## src/rtl/mux_arbiter_4x1.sv

```systemverilog
// Round-robin arbiter for a shared 4-to-1 single-bit datapath.
// Grant hold time is capped at MAX_HOLD cycles; the selected data bit is registered.
//
// state | meaning
// IDLE  | no grant active, grant = 0, sel holds last granted index
// GRANT | one requester owns the line, hold_cnt counts its cycles
module mux_arbiter_4x1 #(
  parameter int MAX_HOLD = 8
) (
  input  logic       clk,
  input  logic       reset_n,
  input  logic [3:0] req,
  input  logic [3:0] data_in,
  output logic [3:0] grant,
  output logic [1:0] sel,
  output logic       busy,
  output logic       data_out
);

  typedef enum logic {
    IDLE  = 1'b0,
    GRANT = 1'b1
  } state_t;

  state_t     state_q, state_d;
  logic [1:0] last_q, last_d;
  logic [7:0] hold_cnt_q, hold_cnt_d;
  logic [3:0] grant_q, grant_d;
  logic [1:0] sel_q, sel_d;
  logic       data_out_q, data_out_d;

  logic [1:0] winner;
  logic       found;
  logic       grant_end;

  // Search starts just after the last winner, so the current holder is considered last.
  always_comb begin
    winner = last_q;
    found  = 1'b0;
    for (int k = 1; k <= 4; k++) begin
      if (!found && req[last_q + 2'(k)]) begin
        winner = last_q + 2'(k);
        found  = 1'b1;
      end
    end
  end

  assign grant_end = !req[sel_q] || (hold_cnt_q == 8'(MAX_HOLD - 1));

  always_comb begin
    state_d    = state_q;
    last_d     = last_q;
    hold_cnt_d = hold_cnt_q;
    grant_d    = grant_q;
    sel_d      = sel_q;
    case (state_q)
      IDLE: begin
        grant_d = 4'b0000;
        if (found) begin
          state_d    = GRANT;
          grant_d    = 4'b0001 << winner;
          sel_d      = winner;
          last_d     = winner;
          hold_cnt_d = 8'd0;
        end
      end
      GRANT: begin
        if (grant_end) begin
          if (found) begin
            grant_d    = 4'b0001 << winner;
            sel_d      = winner;
            last_d     = winner;
            hold_cnt_d = 8'd0;
          end else begin
            state_d = IDLE;
            grant_d = 4'b0000;
          end
        end else begin
          hold_cnt_d = hold_cnt_q + 8'd1;
        end
      end
      default: begin
        state_d = IDLE;
        grant_d = 4'b0000;
      end
    endcase
    data_out_d = (state_d == GRANT) ? data_in[sel_d] : 1'b0;
  end

  always_ff @(posedge clk) begin
    if (!reset_n) begin
      state_q    <= IDLE;
      last_q     <= 2'd3;
      hold_cnt_q <= 8'd0;
      grant_q    <= 4'b0000;
      sel_q      <= 2'd0;
      data_out_q <= 1'b0;
    end else begin
      state_q    <= state_d;
      last_q     <= last_d;
      hold_cnt_q <= hold_cnt_d;
      grant_q    <= grant_d;
      sel_q      <= sel_d;
      data_out_q <= data_out_d;
    end
  end

  assign grant    = grant_q;
  assign sel      = sel_q;
  assign busy     = |grant_q;
  assign data_out = data_out_q;

endmodule

```

## config.mk

```make
export PLATFORM = sky130hd
export DESIGN_NAME = mux_arbiter_4x1
export DESIGN_NICKNAME = d
export VERILOG_FILES = /design/src/rtl/mux_arbiter_4x1.sv
export SDC_FILE = /design/constraint.sdc
export NUM_CORES = 1
export LEC_CHECK = 0
export ABC_CLOCK_PERIOD_IN_PS = 2160
export CORE_MARGIN = 1.5
export CORE_UTILIZATION = 44
export DETAILED_ROUTE_END_ITERATION = 6
export PLACE_DENSITY = 0.74
export SKIP_CTS_REPAIR_TIMING = 1
export SYNTH_ARGS = -nofsm -noshare
export SYNTH_HDL_FRONTEND = slang
export SYNTH_SLANG_ARGS = --single-unit
```

## constraint.sdc

```tcl
create_clock -name clk -period 2.16 [get_ports clk]
set_input_delay 0.432 -clock clk [delete_from_list [all_inputs] [get_ports clk]]
set_output_delay 0.432 -clock clk [all_outputs]
set_load 0.1 [all_outputs]
```

==> impl_metrics.py <==
metrics = {
    "outcome": {
        "status": "complete, no violations",
    },
    "critical_path": {
        "rr_startpoint": "hold_cnt_q[5]",
        "worstPathMaxFanout": 3,
        "worst_ep_arrival_time_ps": 2350,
        "crit_type": "reg -> reg",
        "rr_worst_depth": 5,
        "worstPathRequired_ps": 2360,
        "cp-start-kind": "flip-flop",
        "worstSetupEndpointType": "flip-flop",
        "timing.rr.end": "data_out",
        "regToRegSetupSlack_ps": 20,
    },
    "sta": {
        "post-route-period-util_pct": 99.3,
        "slew_viol_final": 0,
        "clock.fmax_mhz": 466,
        "grt_setup_unrepaired": "yes",
        "setup_ws_ps": 15.3,
        "skew_ps": 7.49,
        "slew_headroom_pct": 65.8,
        "tightest_slew_ps": 513,
        "finalHoldViolations": 0,
        "period_minus_slack_ps": 2140,
        "setup_viol": 0,
    },
    "detailed_routing": {
        "dr_total_vias": 913,
        "ant_nets": 0,
        "wl_per_cell_microns": 13.9,
        "wirelength_mm": 2.37,
        "drc": 0,
        "drt_iter0_drc": 14,
        "via_per_inst": 5.34,
        "dr.pass1.iters": 4,
    },
    "global_routing": {
        "grt_overflow": 0,
        "antenna_found_initial": 0,
        "grt_pass1_wl_mm": 3.73,
        "grt_max_degree": 15,
        "gr-usage-all-layers_pct": 20.1,
        "grt_pass1_vias": 824,
    },
    "floorplan": {
        "rows": 16,
        "dieHeight_microns": 48.6,
        "start_util_pct": 46.6,
        "design.portCount": 18,
        "die_x_microns": 48.6,
        "design.core.area_sq_um": 1960,
        "die_area_sq_um": 2360,
    },
    "synth": {
        "synthFlopType": "dfxtp_1",
        "yosys.area.top_type": "dfxtp_1",
        "synthesis.area_sq_um": 915,
        "ys_top_cells_by_area": "dfxtp_1 39%, nor2_1 7.0%, a21oi_1 4.9%",
        "yosysTopAreaCellShare_pct": 39.4,
        "async_flop_share_pct": 0,
        "synth.avg_cell_area_sq_um": 8.47,
        "synth-simple-area-share_pct": 30.4,
        "synthXorXnorAreaFrac_pct": 0.958,
        "synth_edf_count": 0,
        "synth_compound_area_share_pct": 21.5,
        "ys.warnings.count": 0,
        "synth_top_family_by_area": "simple AND/OR/NAND/NOR gates",
        "synthCells": 108,
        "syn-num-nets": 119,
        "synth_seq_area_share_pct": 39.4,
        "synth.distinct_cells": 33,
        "synth-adder-area-share_pct": 1.37,
        "synthMuxAreaShare_pct": 4.79,
        "ys_ff_latch": 18,
    },
    "power_and_ir_drop": {
        "total_power_mw": 1.07,
        "p_leak_nw": 0.593,
        "ir_drop_mv": 0.739,
        "power_density_nw_per_um2": 793,
    },
    "cells_and_area": {
        "final_layout_size_suffix_gt1_share_pct": 31.9,
        "antenna_cells": 0,
        "layout.nets": 156,
        "fillers": 173,
        "syn_to_final_growth_pct": 47.7,
    },
    "worst_hold_path": {
        "worstHoldPathCells": 2,
        "min_path_type": "reg -> reg",
        "min_to": "grant[0]",
        "min_from": "grant[0]",
    },
    "clocking": {
        "numCtsBuffers": 3,
        "path_clk_slew_ps": 110,
        "clock_latency_ps": 290,
        "cts_max_level": 1,
        "cts-root-buf": "clkbuf_4",
        "cts.sinks": 18,
        "cts_max_path_buffers": 2,
        "cts_tree": "done",
    },
    "placed_design": {
        "port_buffers": 17,
        "gp_congestion": 0.744,
        "dpl.hpwl_mm": 1.75,
        "dpl_worst_slack_ps": -331,
    },
    "run": {
        "maxCapViolCount": 0,
    },
}
state kept, by name, summed over array words and instances, names as in the netlist:
| register | cells |
|---|---|
| sel | 2 |
| data_out | 1 |
| state_q | 1 |
| grant | 4 |
| hold_cnt_q | 8 |
| last_q | 2 |
per-stage QoR:
step	area, sq um	setup TNS (ps)	hold WS [ps]	utilization [%]	std cells
after floorplan	931	-29.1	481	-	108
after global placement	1250	-828	463	63.6	167
after detailed placement	1250	-1050	472	63.6	167
after CTS	1270	-45.1	487	64.9	171
after global routing	1350	-39.9	503	68.9	171
final	1350	0	478	68.9	171
cells in the final DEF, fill, tap and decap left out, types with 2 or more instances in the layout:
cell | synthesis | layout
nand3_1 | 4 | 4
nor2_1 | 17 | 17
and2_1 | 4 | 4
inv_1 | 2 | 2
dfxtp_4 | 0 | 2
and3_1 | 3 | 3
clkdlybuf4s50_1 | 0 | 5
o21ai_0 | 5 | 4
a21oi_1 | 9 | 8
o21ai_1 | 4 | 5
clkbuf_4 | 0 | 3
nor3b_1 | 3 | 2
nand2_1 | 10 | 10
a22oi_1 | 3 | 3
dfxtp_1 | 18 | 15
nor2b_1 | 2 | 2
dlymetal6s2s_1 | 0 | 4
or4_4 | 1 | 2
nand2b_1 | 2 | 2
nor3_1 | 2 | 2
buf_4 | 0 | 24
layout make-up:
cell class | count | area (sq um) | share of cell area (%)
inverters | 2 | 7.51 | 0.556
multi-input cells | 86 | 614 | 45.5
repair buffers | 34 | 300 | 22.2
clock buffers | 4 | 26.3 | 1.94
flip-flops and latches | 18 | 369 | 27.3
well taps | 27 | 33.8 | 2.50
power breakdown:
part / internal, mW / switching [mW]
clock network: 0.0716 / 0.102
logic: 0.193 / 0.319
registers: 0.361 / 0.0242
total: 0.626 / 0.446
kinds of logic (layout without fill, tap and decap cells):
| family | Yosys count | after routing |
|---|---|---|
| AO/OA/AOI/OAI | 28 | 28 |
| XOR/XNOR | 1 | 1 |
| adder cells (fa/ha/maj) | 1 | 1 |
| buffers and inverters | 4 | 40 |
| flip-flops | 18 | 18 |
| multiplexers | 3 | 3 |
| AND/OR/NAND/NOR | 53 | 53 |
synthesized netlist by cell type (2+ instances only):
cell / n
clkbuf_1: 2
nor3b_1: 3
nand3_1: 4
a22oi_1: 3
o21ai_1: 4
nand2_1: 10
nor2b_1: 2
and2_1: 4
nor3_1: 2
nand2b_1: 2
o21ai_0: 5
nor2_1: 17
a21oi_1: 9
a211oi_1: 2
and3_1: 3
inv_1: 2
dfxtp_1: 18
per-layer routing:
| metal | part of all wire [%] | vias to the layer above | track usage [%] | routed length (microns) |
|---|---|---|---|---|
| met3 | 2.5 | 2 | 2.47 | 59 |
| met2 | 50 | 11 | 35.6 | 1190 |
| met1 | 47 | 437 | 25.5 | 1110 |
| li1 | - | 463 | - | - |
| met5 | 0 | - | 0 | 0 |
| met4 | 0.59 | 0 | 5.71 | 14 |
how the worst max path moves through the flow:
stage | from | endpoint | cells after the start
2_1_floorplan | sel[0] | data_out | 6
3_3_place_gp | req[3] | data_out | 6
3_5_place_dp | req[3] | data_out | 7
4_1_cts | req[2] | data_out | 9
5_1_grt | hold_cnt_q[5] | data_out | 5
6_report | hold_cnt_q[5] | data_out | 5
critical path, stage by stage, from the launching register on:
cell       delay, ps
dfxtp_2          330
or4_4            560
o311a_4          340
nor2_4           150
mux2_4           350
a2111oi_4        330
(Power assumes the default switching activity.)
